[config.mk]
export PLATFORM = sky130hd
export DESIGN_NAME = id_ex_pipe_reg
export DESIGN_NICKNAME = d
export VERILOG_FILES = /design/src/rtl/id_ex_pipe_reg.sv
export SDC_FILE = /design/constraint.sdc
export NUM_CORES = 1
export LEC_CHECK = 0
export CAP_MARGIN = 20
export CORE_ASPECT_RATIO = 0.75
export CORE_UTILIZATION = 43
export DETAILED_ROUTE_END_ITERATION = 8
export GPL_ROUTABILITY_DRIVEN = 0
export PLACE_DENSITY = 0.85
export SYNTH_ARGS = -nofsm -noshare
export SYNTH_HDL_FRONTEND = slang
export SYNTH_SLANG_ARGS = --single-unit
export TNS_END_PERCENT = 1
[constraint.sdc]
create_clock -name clk -period 6.7 [get_ports clk]
set_input_delay 1.34 -clock clk [delete_from_list [all_inputs] [get_ports clk]]
set_output_delay 1.34 -clock clk [all_outputs]
set_load 0.05 [all_outputs]
[src/rtl/id_ex_pipe_reg.sv]
// id_ex_pipe_reg: ID/EX pipeline register with valid/ready handshake, flush, and saturating stall counter.
// Ports: clk, rst (async, active-high); flush_i kills all slots;
//   id_valid_i/id_ready_o plus id_op_a_i, id_op_b_i, cu_alu_ctrl_i, id_reg_waddr_i, id_reg_we_i form the input side;
//   ex_valid_o/ex_ready_i plus ex_op_a_o, ex_op_b_o, ex_alu_ctrl_o, ex_reg_waddr_o, ex_reg_we_o form the output side;
//   stall_cnt_o counts ex_valid_o & ~ex_ready_i cycles and saturates at all-ones.
// Define ID_EX_SKID_EN to add a skid slot and make id_ready_o a register output.
module id_ex_pipe_reg #(
  parameter int                    DATA_W     = 32,
  parameter int                    REG_ADDR_W = 5,
  parameter int                    ALU_CTRL_W = 5,
  parameter logic [ALU_CTRL_W-1:0] NO_OP_CODE = '0,
  parameter int                    CNT_W      = 16
) (
  input  logic                  clk,
  input  logic                  rst,
  input  logic                  flush_i,
  input  logic                  id_valid_i,
  output logic                  id_ready_o,
  input  logic [DATA_W-1:0]     id_op_a_i,
  input  logic [DATA_W-1:0]     id_op_b_i,
  input  logic [ALU_CTRL_W-1:0] cu_alu_ctrl_i,
  input  logic [REG_ADDR_W-1:0] id_reg_waddr_i,
  input  logic                  id_reg_we_i,
  output logic                  ex_valid_o,
  input  logic                  ex_ready_i,
  output logic [DATA_W-1:0]     ex_op_a_o,
  output logic [DATA_W-1:0]     ex_op_b_o,
  output logic [ALU_CTRL_W-1:0] ex_alu_ctrl_o,
  output logic [REG_ADDR_W-1:0] ex_reg_waddr_o,
  output logic                  ex_reg_we_o,
  output logic [CNT_W-1:0]      stall_cnt_o
);
  localparam int P_W = 2*DATA_W + ALU_CTRL_W + REG_ADDR_W + 1;
  localparam logic [P_W-1:0] BUBBLE = {{(2*DATA_W){1'b0}}, NO_OP_CODE, {(REG_ADDR_W+1){1'b0}}};
  logic             main_v_q, main_v_d;
  logic [P_W-1:0]   main_q, main_d, in_p;
  logic [CNT_W-1:0] stall_q, stall_d;
  logic             free, accept;
  assign in_p = {id_op_a_i, id_op_b_i, cu_alu_ctrl_i, id_reg_waddr_i, id_reg_we_i};
  assign {ex_op_a_o, ex_op_b_o, ex_alu_ctrl_o, ex_reg_waddr_o, ex_reg_we_o} = main_q;
  assign ex_valid_o  = main_v_q;
  assign stall_cnt_o = stall_q;
  // main slot may be overwritten this cycle: it is empty or being consumed
  assign free    = ~main_v_q | ex_ready_i;
  assign accept  = id_valid_i & id_ready_o;
  assign stall_d = (main_v_q & ~ex_ready_i & ~&stall_q) ? stall_q + CNT_W'(1) : stall_q;
`ifdef ID_EX_SKID_EN
  logic           skid_v_q, skid_v_d;
  logic [P_W-1:0] skid_q, skid_d;
  assign id_ready_o = ~skid_v_q;
  // skid only fills when main is held and an input arrives; it always drains into main first
  always_comb begin
    main_v_d = flush_i ? 1'b0 : free ? (skid_v_q | accept) : main_v_q;
    main_d   = flush_i ? BUBBLE : free ? (skid_v_q ? skid_q : accept ? in_p : BUBBLE) : main_q;
    skid_v_d = ~flush_i & (skid_v_q ? ~ex_ready_i : (accept & main_v_q & ~ex_ready_i));
    skid_d   = skid_v_d ? (skid_v_q ? skid_q : in_p) : BUBBLE;
  end
  always_ff @(posedge clk or posedge rst) begin
    if (rst) begin
      skid_v_q <= 1'b0;
      skid_q   <= BUBBLE;
    end else begin
      skid_v_q <= skid_v_d;
      skid_q   <= skid_d;
    end
  end
`else
  assign id_ready_o = free;
  always_comb begin
    main_v_d = flush_i ? 1'b0 : free ? accept : main_v_q;
    main_d   = flush_i ? BUBBLE : free ? (accept ? in_p : BUBBLE) : main_q;
  end
`endif
  always_ff @(posedge clk or posedge rst) begin
    if (rst) begin
      main_v_q <= 1'b0;
      main_q   <= BUBBLE;
      stall_q  <= '0;
    end else begin
      main_v_q <= main_v_d;
      main_q   <= main_d;
      stall_q  <= stall_d;
    end
  end
endmodule
Word-level counts from Yosys, hierarchy flattened. Index checks and enable logic that the tools add are counted.

Bitwise logic cells: 6. Reduce and logical (&&, ||, !) cells: 3. Add/sub/neg operators: 1. Mux-type cells: 5.

Operators with widths (count): 75-bit two-way mux (3); 16-bit by 1-bit adder with 16-bit output, second input constant (1); 16-bit AND reduction (1); 1-bit AND (3); 1-bit two-way mux (2); 1-bit NOT (2); 2-bit nonzero test (1); 1-bit logical NOT (1); 1-bit bitwise OR (1).

Output and inout port bits: 93. Logic and storage cells: 18. Bits in registers: 92. Bits of input ports: 80.

Depth between registers and ports, before layout. Gate-level depths: netlist of run 1.

Depth in word-level cells: 6. Depth in mapped cells: 6. Depth with buffers taken out: 5.

Worst setup path after synthesis of run 1. No wires, ideal clock.

Path kind: input to output. Start point: input port ex_ready_i. End point: output port id_ready_o. Required time: 5.360 ns. Stages on the path: 2. Setup slack: 3.695 ns. Arrival time: 1.665 ns. Buffers on the path: 0. Cells stage by stage: nor2b_4 > inv_2.

Longest elaborated chain between the ends: 1.

Ends and longest elaborated chain: start: declaration (line 25) `input logic ex_ready_i,`; 1-bit bitwise OR (line 44) `assign free = ~main_v_q | ex_ready_i;`; end: declaration (line 18) `output logic id_ready_o,`.

No other way between the ends.

Worst setup path in the final report of run 1. Ends and elaborated chain as after synthesis.

==> reports/metrics.yaml, run 1 <==
status: "finished clean"
yosysMostFrequentCell: "dfrtp_1"
slew_viol_final: 0
dieArea_um2: 8501
antenna_cells: 0
synth_nets: 329
holdPathEnd: "main_q[49]"
core-area_um2: 7883
synthArstFlopShare: 1.000
clkSinkCount: 92
track_usage: 0.2192
num-fill-cells: 586
grt_max_degree: 93
syn_area_um2: 3497
synth_seq_cells: 92
synth_warnings: 0
synth-edff-count: 0
max_stage_delay_ns: 0.83
placed_cell_area_um2: 5304
hpwlAfterDp_mm: 6.262
startpoint_type: "input pin"
drt-total-wl_mm: 9.122
portBuffers: 172
post_cts_buffers: 0
worstReg2RegStart: "ex_valid_o"
vias_per_cell: 5.222
max_cap_violations: 0
min_from: "main_q[49]"
rsz0062_at_grt: "false"
grt_pass1_vias: 2773
maxSlewHeadroom: 0.4828
die_h_um: 80.10
critPathKind: "input pin to output pin"
ios: 173
stdcell_count: 527
hold_viol_final: 0
clock_skew_ns: 0.004503
drt_iter0_markers: 134
postCtsHoldBufs: 0
syn_avg_cell_area_um2: 14.10
path_cells: "clkdlybuf4s50_1 -> nor2b_4 -> inv_2 -> clkdlybuf4s50_1"
drive_above_1_share: 0.06872
p_leak_nw: 2.469
antenna_found_initial: 0
hold_path_depth: 1
ys_types: 31
synthFlopType: "dfrtp_1"
cts_root_buffer: "clkbuf_8"
h-tree-depth: 3
cp_max_fo: 7
worstPathArrival_ns: 2.90
rows: 28
initial_utilization: 0.4437
ys_top_cells_by_count: "dfrtp_1 (92), a22o_1 (75), buf_2 (14)"
first_pass_iters: 4
power_density_nw_per_um2: 244.4
final_area_um2: 5538
syn_inst: 248
grt_pass1_wl_mm: 14.19
setup_violations: 0
rr_endpoint: "main_q[56]"
grt_overflow_total: 0
reg2reg_setup_slack_ns: 4.90
max_freq_mhz: 236.0
vdd_ir_drop_max_mv: 0.1113
syn2layout_area_growth_pct: 58.35
required_ns: 5.36
worst_pin_slew_ns: 0.7758
clockBufferDepth: 2
power.total_mw: 1.354
setup_tns_ns: 0
finalCritPeriodShare: 0.6324
netlist.area_leader.share: 0.6583
cts_made_buffers: 9
dp_cells: 511
cts_tree: "yes"
die-width_um: 106.1
ys_seq_area_frac: 0.6583
period_minus_slack_ns: 4.237
endpoint_kind: "output pin"
cts.clk_slew.worst_paths_ns: 0.08
synth.area.top_cells: "dfrtp_1 (66%), a22o_1 (19%), buf_2 (2.0%)"
synth.largest_area_cell: "dfrtp_1"
drc: 0
slowest_stage: "clkdlybuf4s50_1"
layout.nets: 499
wl_per_cell_um: 17.31
via_count: 2752
cts.repair.resized: 0
clk-insertion-delay-late_ns: 0.34
worstRegToRegCells: 5
crit_path_frequent_cell: "clkdlybuf4s50_1"
antenna_left: 0
hp-class: "flip-flop to flip-flop"
[report_power, final]
group / internal (mW) / leakage [nW] / switching, mW
combinational: 0.135 / 1.13 / 0.204
sequential: 0.590 / 1.24 / 0.0346
clock: 0.209 / 0.0956 / 0.181
total: 0.934 / 2.47 / 0.420
[per-stage QoR]
step	hold slack [ns]	util	worst slack (ns)
floorplan	0.7959	-	2.968
global placement	0.4875	0.6729	2.489
detailed placement	0.4908	0.6729	2.475
CTS	0.5148	0.6990	2.457
global route	0.5262	0.7025	2.428
finish	0.5103	0.7025	2.463
[worst max-delay path: cells and delay by family]
kind / cells / cell delay [ns]
buf+inv: 3 / 1.48
simple gates: 1 / 0.08
[metal layers]
| layer | GRT usage | vias up | share of wire |
|---|---|---|---|
| met1 | 0.3050 | 1349 | 0.45 |
| met2 | 0.3357 | 120 | 0.47 |
| met3 | 0.05763 | 9 | 0.071 |
| met5 | 0 | - | 0 |
| li1 | - | 1274 | - |
| met4 | 0.07222 | 0 | 0.011 |
[layout by cell type, fill, tap and decap left out, drive strengths merged, types with 3 or more instances in the layout]
master and count:
clkdlybuf4s50 172, dfrtp 92, a22o 75, clkbuf 11, nor2 7, nand2 6, and3 6, xnor2 6
nand4 6, nand3 5, a21oi 4, buf 4, xor2 3, and4 3, mux2 3
[registers in the layout, indices dropped and copies added (netlist names)]
signal	flops
stall_cnt_o	16
ex_valid_o	1
main_q	75
[how the worst max path moves through the flow]
stage | start | endpoint | slack, ns | depth (start not counted)
2_1_floorplan | rst | ex_valid_o | 2.97 | 1
5_1_grt | ex_ready_i | id_ready_o | 2.43 | 4
3_3_place_gp | ex_ready_i | id_ready_o | 2.49 | 4
3_5_place_dp | ex_ready_i | id_ready_o | 2.47 | 4
6_report | ex_ready_i | id_ready_o | 2.46 | 4
4_1_cts | ex_ready_i | id_ready_o | 2.46 | 4
[cells by family (layout without fill, tap and decap cells)]
group                      count (synthesis)  after routing  synth area share
and+or+nand+nor                           41             41           0.07800
adders and majority gates                  1              1          0.003577
AOI/OAI and AO/OA                         83             83            0.2014
xor gates and xnor gates                   9              9           0.02254
muxes                                      3              3           0.01073
DFF                                       92             92            0.6583
buffers and inverters                     19            193           0.02540
[layout make-up]
class	count	area, um^2	area share
clock buffers	11	131.4	0.02372
clock inverters	4	75.07	0.01356
inverters	2	8.758	0.001582
multi-input cells	137	1117	0.2018
flip-flops and latches	92	2302	0.4157
well taps	105	131.4	0.02372
repair buffers	176	1772	0.3199
(Power assumes the default switching activity.)
==> run 2, diff against run 1 <==
CORE_UTILIZATION = 40   (was 43)
PLACE_DENSITY = 0.8   (was 0.85)
clock period = 4.2 ns   (was 6.7 ns; I/O delays follow)
==> run 2 against run 1 <==
Against the previous run: clock-buffer cell count decreased by 2; cell area increased by 1.4%; final cell count increased by 0.57%; clock power increased by 100%; critical endpoint unchanged; highest routed layer unchanged.
==> reports/metrics.yaml, run 2 (synthesis results as in run 1) <==
finalCritPeriodShare: 0.7671
initial_utilization: 0.4136
holdPathEnd: "stall_cnt_o[10]"
antenna_found_initial: 0
portBuffers: 172
max_cap_violations: 0
die_h_um: 82.98
cts.repair.resized: 0
total_switching_power_uw: 698.6
largest_reg_flops: 75
multi_input_area_um2: 1117
clk-insertion-delay-late_ns: 0.32
largest-register: "main_q"
antenna_left: 0
drc: 0
rsz0062_at_grt: "false"
min_from: "stall_cnt_o[10]"
p_sw_frac: 0.3018
dr.max_layer_used: "met4"
required_ns: 3.36
worstRegToRegCells: 5
startpoint_type: "input pin"
hold_viol_final: 0
cts_tree: "yes"
rows: 29
pwr-share-seq: 0.431
worstPathArrival_ns: 2.38
vias_per_cell: 5.070
h-tree-depth: 3
dp_cells: 515
drt-total-wl_mm: 8.812
post_cts_buffers: 0
worstReg2RegStart: "ex_valid_o"
mostFrequentLayoutCells: "clkdlybuf4s50_1 (172), dfrtp_1 (92), a22o_1 (75)"
core-area_um2: 8454
power_density_nw_per_um2: 412.0
regArea_um2: 2302
utilization: 0.6645
drt_iter0_markers: 150
hp-class: "flip-flop to flip-flop"
wl_per_cell_um: 16.63
setup_tns_ns: 0
num-fill-cells: 660
setup_violations: 0
max_freq_mhz: 310.4
p_leak_nw: 2.511
ios: 173
period_minus_slack_ns: 3.222
via_count: 2687
cts_root_buffer: "clkbuf_16"
slew_viol_final: 0
hold_path_depth: 1
met3_length_um: 596
critPathKind: "input pin to output pin"
first_pass_iters: 4
status: "finished clean"
combPwrFrac: 0.231
maxSlewHeadroom: 0.4708
clock_skew_ns: 0.005440
syn2layout_area_growth_pct: 60.64
final_common_cell: "clkdlybuf4s50_1"
grt_pass1_wl_mm: 14.03
met1_length_mm: 4.106
rr_endpoint: "main_q[56]"
vdd_ir_drop_max_mv: 0.2128
grt_overflow_total: 0
antenna_cells: 0
grt_pass1_vias: 2747
grt_max_degree: 76
postCtsHoldBufs: 0
die-width_um: 110.0
p_clk_frac: 0.338
worst_slack_ns: 0.9780
clkSinkCount: 92
drive_above_1_share: 0.07346
cts.clk_slew.worst_paths_ns: 0.06
wl_met2_mm: 3.993
stdcell_count: 530
worst_pin_slew_ns: 0.7938
cp_max_fo: 7
cts_made_buffers: 9
cell_internal_pwr_mw: 1.616
clockBufferDepth: 2
track_usage: 0.1981
endpoint_kind: "output pin"
dieArea_um2: 9124
layout.nets: 499
pre_cts_slack_ns: 0.9805
hpwlAfterDp_mm: 6.184
reg2reg_setup_slack_ns: 2.37
[run 2: metal layers]
layer  up-vias  GRT usage
met5         -          0
met4         0    0.05697
met3         8    0.05102
met2       104     0.3028
met1      1299     0.2780
li1       1276          -
[run 2: area by class of cell]
class / count / area share
Sequential cell: 92 / 0.4098
Tap cell: 108 / 0.02405
Inverter: 2 / 0.001559
Multi-Input combinational cell: 137 / 0.1989
Timing Repair Buffer: 176 / 0.3140
Clock buffer: 9 / 0.04009
Clock inverter: 6 / 0.01158
[run 2: worst max path at each step]
stage          depth (start not counted)  startpoint          to
2_1_floorplan                          1         rst  ex_valid_o
3_3_place_gp                           4  ex_ready_i  id_ready_o
3_5_place_dp                           4  ex_ready_i  id_ready_o
4_1_cts                                4  ex_ready_i  id_ready_o
5_1_grt                                4  ex_ready_i  id_ready_o
6_report                               4  ex_ready_i  id_ready_o
[run 2: worst max-delay path, stage by stage]
cell and delay, ns:
clkdlybuf4s50_1 0.51, nor2b_4 0.08, inv_2 0.13, clkdlybuf4s50_1 0.82
[run 2: metrics by stage]
step                      hold slack (ns)  power, mW  instance area, um^2
after floorplan                    0.7959      1.318                 3497
after global placement             0.4830      1.539                 5328
after detailed placement           0.4898      1.547                 5328
after CTS                          0.5072      2.338                 5618
after global routing               0.5146      2.409                 5618
final                              0.5034      2.315                 5618
[run 2: power groups by stage]
| stage | combinational [mW] | sequential (mW) | clock, mW |
|---|---|---|---|
| finish | 0.534 | 0.997 | 0.783 |
| global route | 0.560 | 1.00 | 0.845 |
| CTS | 0.539 | 0.995 | 0.804 |
| detailed placement | 0.538 | 1.01 | 0 |
| global placement | 0.530 | 1.01 | 0 |
| floorplan | 0.112 | 1.21 | 0 |
==> run 3, diff against run 2 <==
clock period = 3.3 ns   (was 4.2 ns; I/O delays follow)
==> run 3 against run 2 <==
Against the previous run: clock-buffer cell count is 1 higher; register-to-register slack worse by 0.76 ns; global-route usage is 0.42 points lower; final cell count is 0.19% lower; utilization is 0.61 points higher; non-clock buffer count is 1 lower; combinational power is 27% higher; largest cell class unchanged; critical path type unchanged; die area stayed put.
==> reports/metrics.yaml, run 3 (synthesis results as in run 1) <==
status: "finished clean"
antenna_cells: 0
post_cts_buffers: 0
die-width_um: 110.0
hold_path_depth: 1
path_cells: "clkdlybuf4s50_1 -> nor2b_4 -> inv_2 -> clkdlybuf4s50_1"
slowest_stage: "clkdlybuf4s50_1"
portBuffers: 172
clock_skew_ns: 0.007626
cts.clk_slew.worst_paths_ns: 0.06
dp_cells: 514
use_met1: 0.2731
endpoint_kind: "output pin"
worstRegToRegCells: 5
antenna_left: 0
p_leak_nw: 2.527
drive_above_1_share: 0.07126
hold_viol_final: 0
drt-total-wl_mm: 8.930
wl_per_cell_um: 16.88
postCtsHoldBufs: 0
cts.repair.resized: 0
setup_violations: 0
final_common_cell: "clkdlybuf4s50_1"
largest-register: "main_q"
fin_hold_ws_ns: 0.5051
gr-usage-met3: 0.04239
cts_root_buffer: "clkbuf_16"
first_pass_iters: 4
crit_path_frequent_cell: "clkdlybuf4s50_1"
path_delay_family: "buffers and inverters"
critPathKind: "input pin to output pin"
rsz0062_at_grt: "false"
grt_overflow_total: 0
core-area_um2: 8454
largest_reg_flops: 75
rows: 29
cp_max_fo: 7
drt_iter0_markers: 135
grt_max_degree: 76
power_density_nw_per_um2: 536.6
track_usage: 0.1939
hp-class: "flip-flop to flip-flop"
h-tree-depth: 3
use_met2: 0.3034
grt_pass1_vias: 2687
vias_per_cell: 5.270
stdcell_count: 529
cp.depth: 4
worstPathArrival_ns: 2.21
max_cap_violations: 0
setup_tns_ns: 0
syn2layout_area_growth_pct: 62.11
via_count: 2788
max_freq_mhz: 348.0
clkSinkCount: 92
hpwlAfterDp_mm: 6.147
ios: 173
initial_utilization: 0.4136
finalCritPeriodShare: 0.8708
grt-busiest-layer: "met2"
dieArea_um2: 9124
die_h_um: 82.98
cts_tree: "yes"
worst_pin_slew_ns: 0.6708
drc: 0
antenna_found_initial: 0
slew_viol_final: 0
max_stage_delay_ns: 0.82
period_minus_slack_ns: 2.874
grt_pass1_wl_mm: 13.68
vdd_ir_drop_max_mv: 0.2983
clk-insertion-delay-late_ns: 0.32
layout.nets: 498
cts_made_buffers: 9
startpoint_type: "input pin"
required_ns: 2.64
maxSlewHeadroom: 0.5523
clockBufferDepth: 2
mostFrequentLayoutCells: "clkdlybuf4s50_1 (172), dfrtp_1 (92), a22o_1 (75)"
crit_buf_inv: 3
[run 3: stage by stage]
stage,utilization,instance area [um^2],worst slack [ns],power (mW)
4_1_cts,0.6706,5669,0.4258,3.080
6_report,0.6706,5669,0.4262,3.042
3_5_place_dp,0.6322,5345,0.4232,1.973
3_3_place_gp,0.6322,5345,0.4573,1.961
2_1_floorplan,-,3497,0.2480,1.678
5_1_grt,0.6706,5669,0.3853,3.159
[run 3: layout make-up]
cell class,count,area [um^2]
tap,108,135.1
inverter,2,8.758
fill,638,2785
timing repair buffer,175,1782
sequential,92,2302
multi-input combinational,137,1117
clock inverter,5,85.08
clock buffer,10,239.0
[run 3: per-layer routing]
layer  share of wire  vias to the layer above
li1                -                     1281
met1            0.45                     1380
met2            0.46                      121
met3           0.075                        6
met4          0.0085                        0
met5               0                        -
[run 3: worst paths after layout]
kind / start / slack [ns] / to
max: ex_ready_i / 0.43 / id_ready_o
min: main_q[31] / 0.51 / main_q[31]
max reg2reg: stall_cnt_o[0] / 1.61 / stall_cnt_o[1]
min reg2reg: main_q[31] / 0.51 / main_q[31]
max in group asynchronous: rst / 1.86 / main_q[55]
min in group asynchronous: rst / 0.73 / main_q[15]
[run 3: report_power, final]
group	internal [mW]	switching, mW	total [mW]
Clock	0.684	0.406	1.09
Combinational	0.274	0.406	0.680
Sequential	1.20	0.0712	1.27
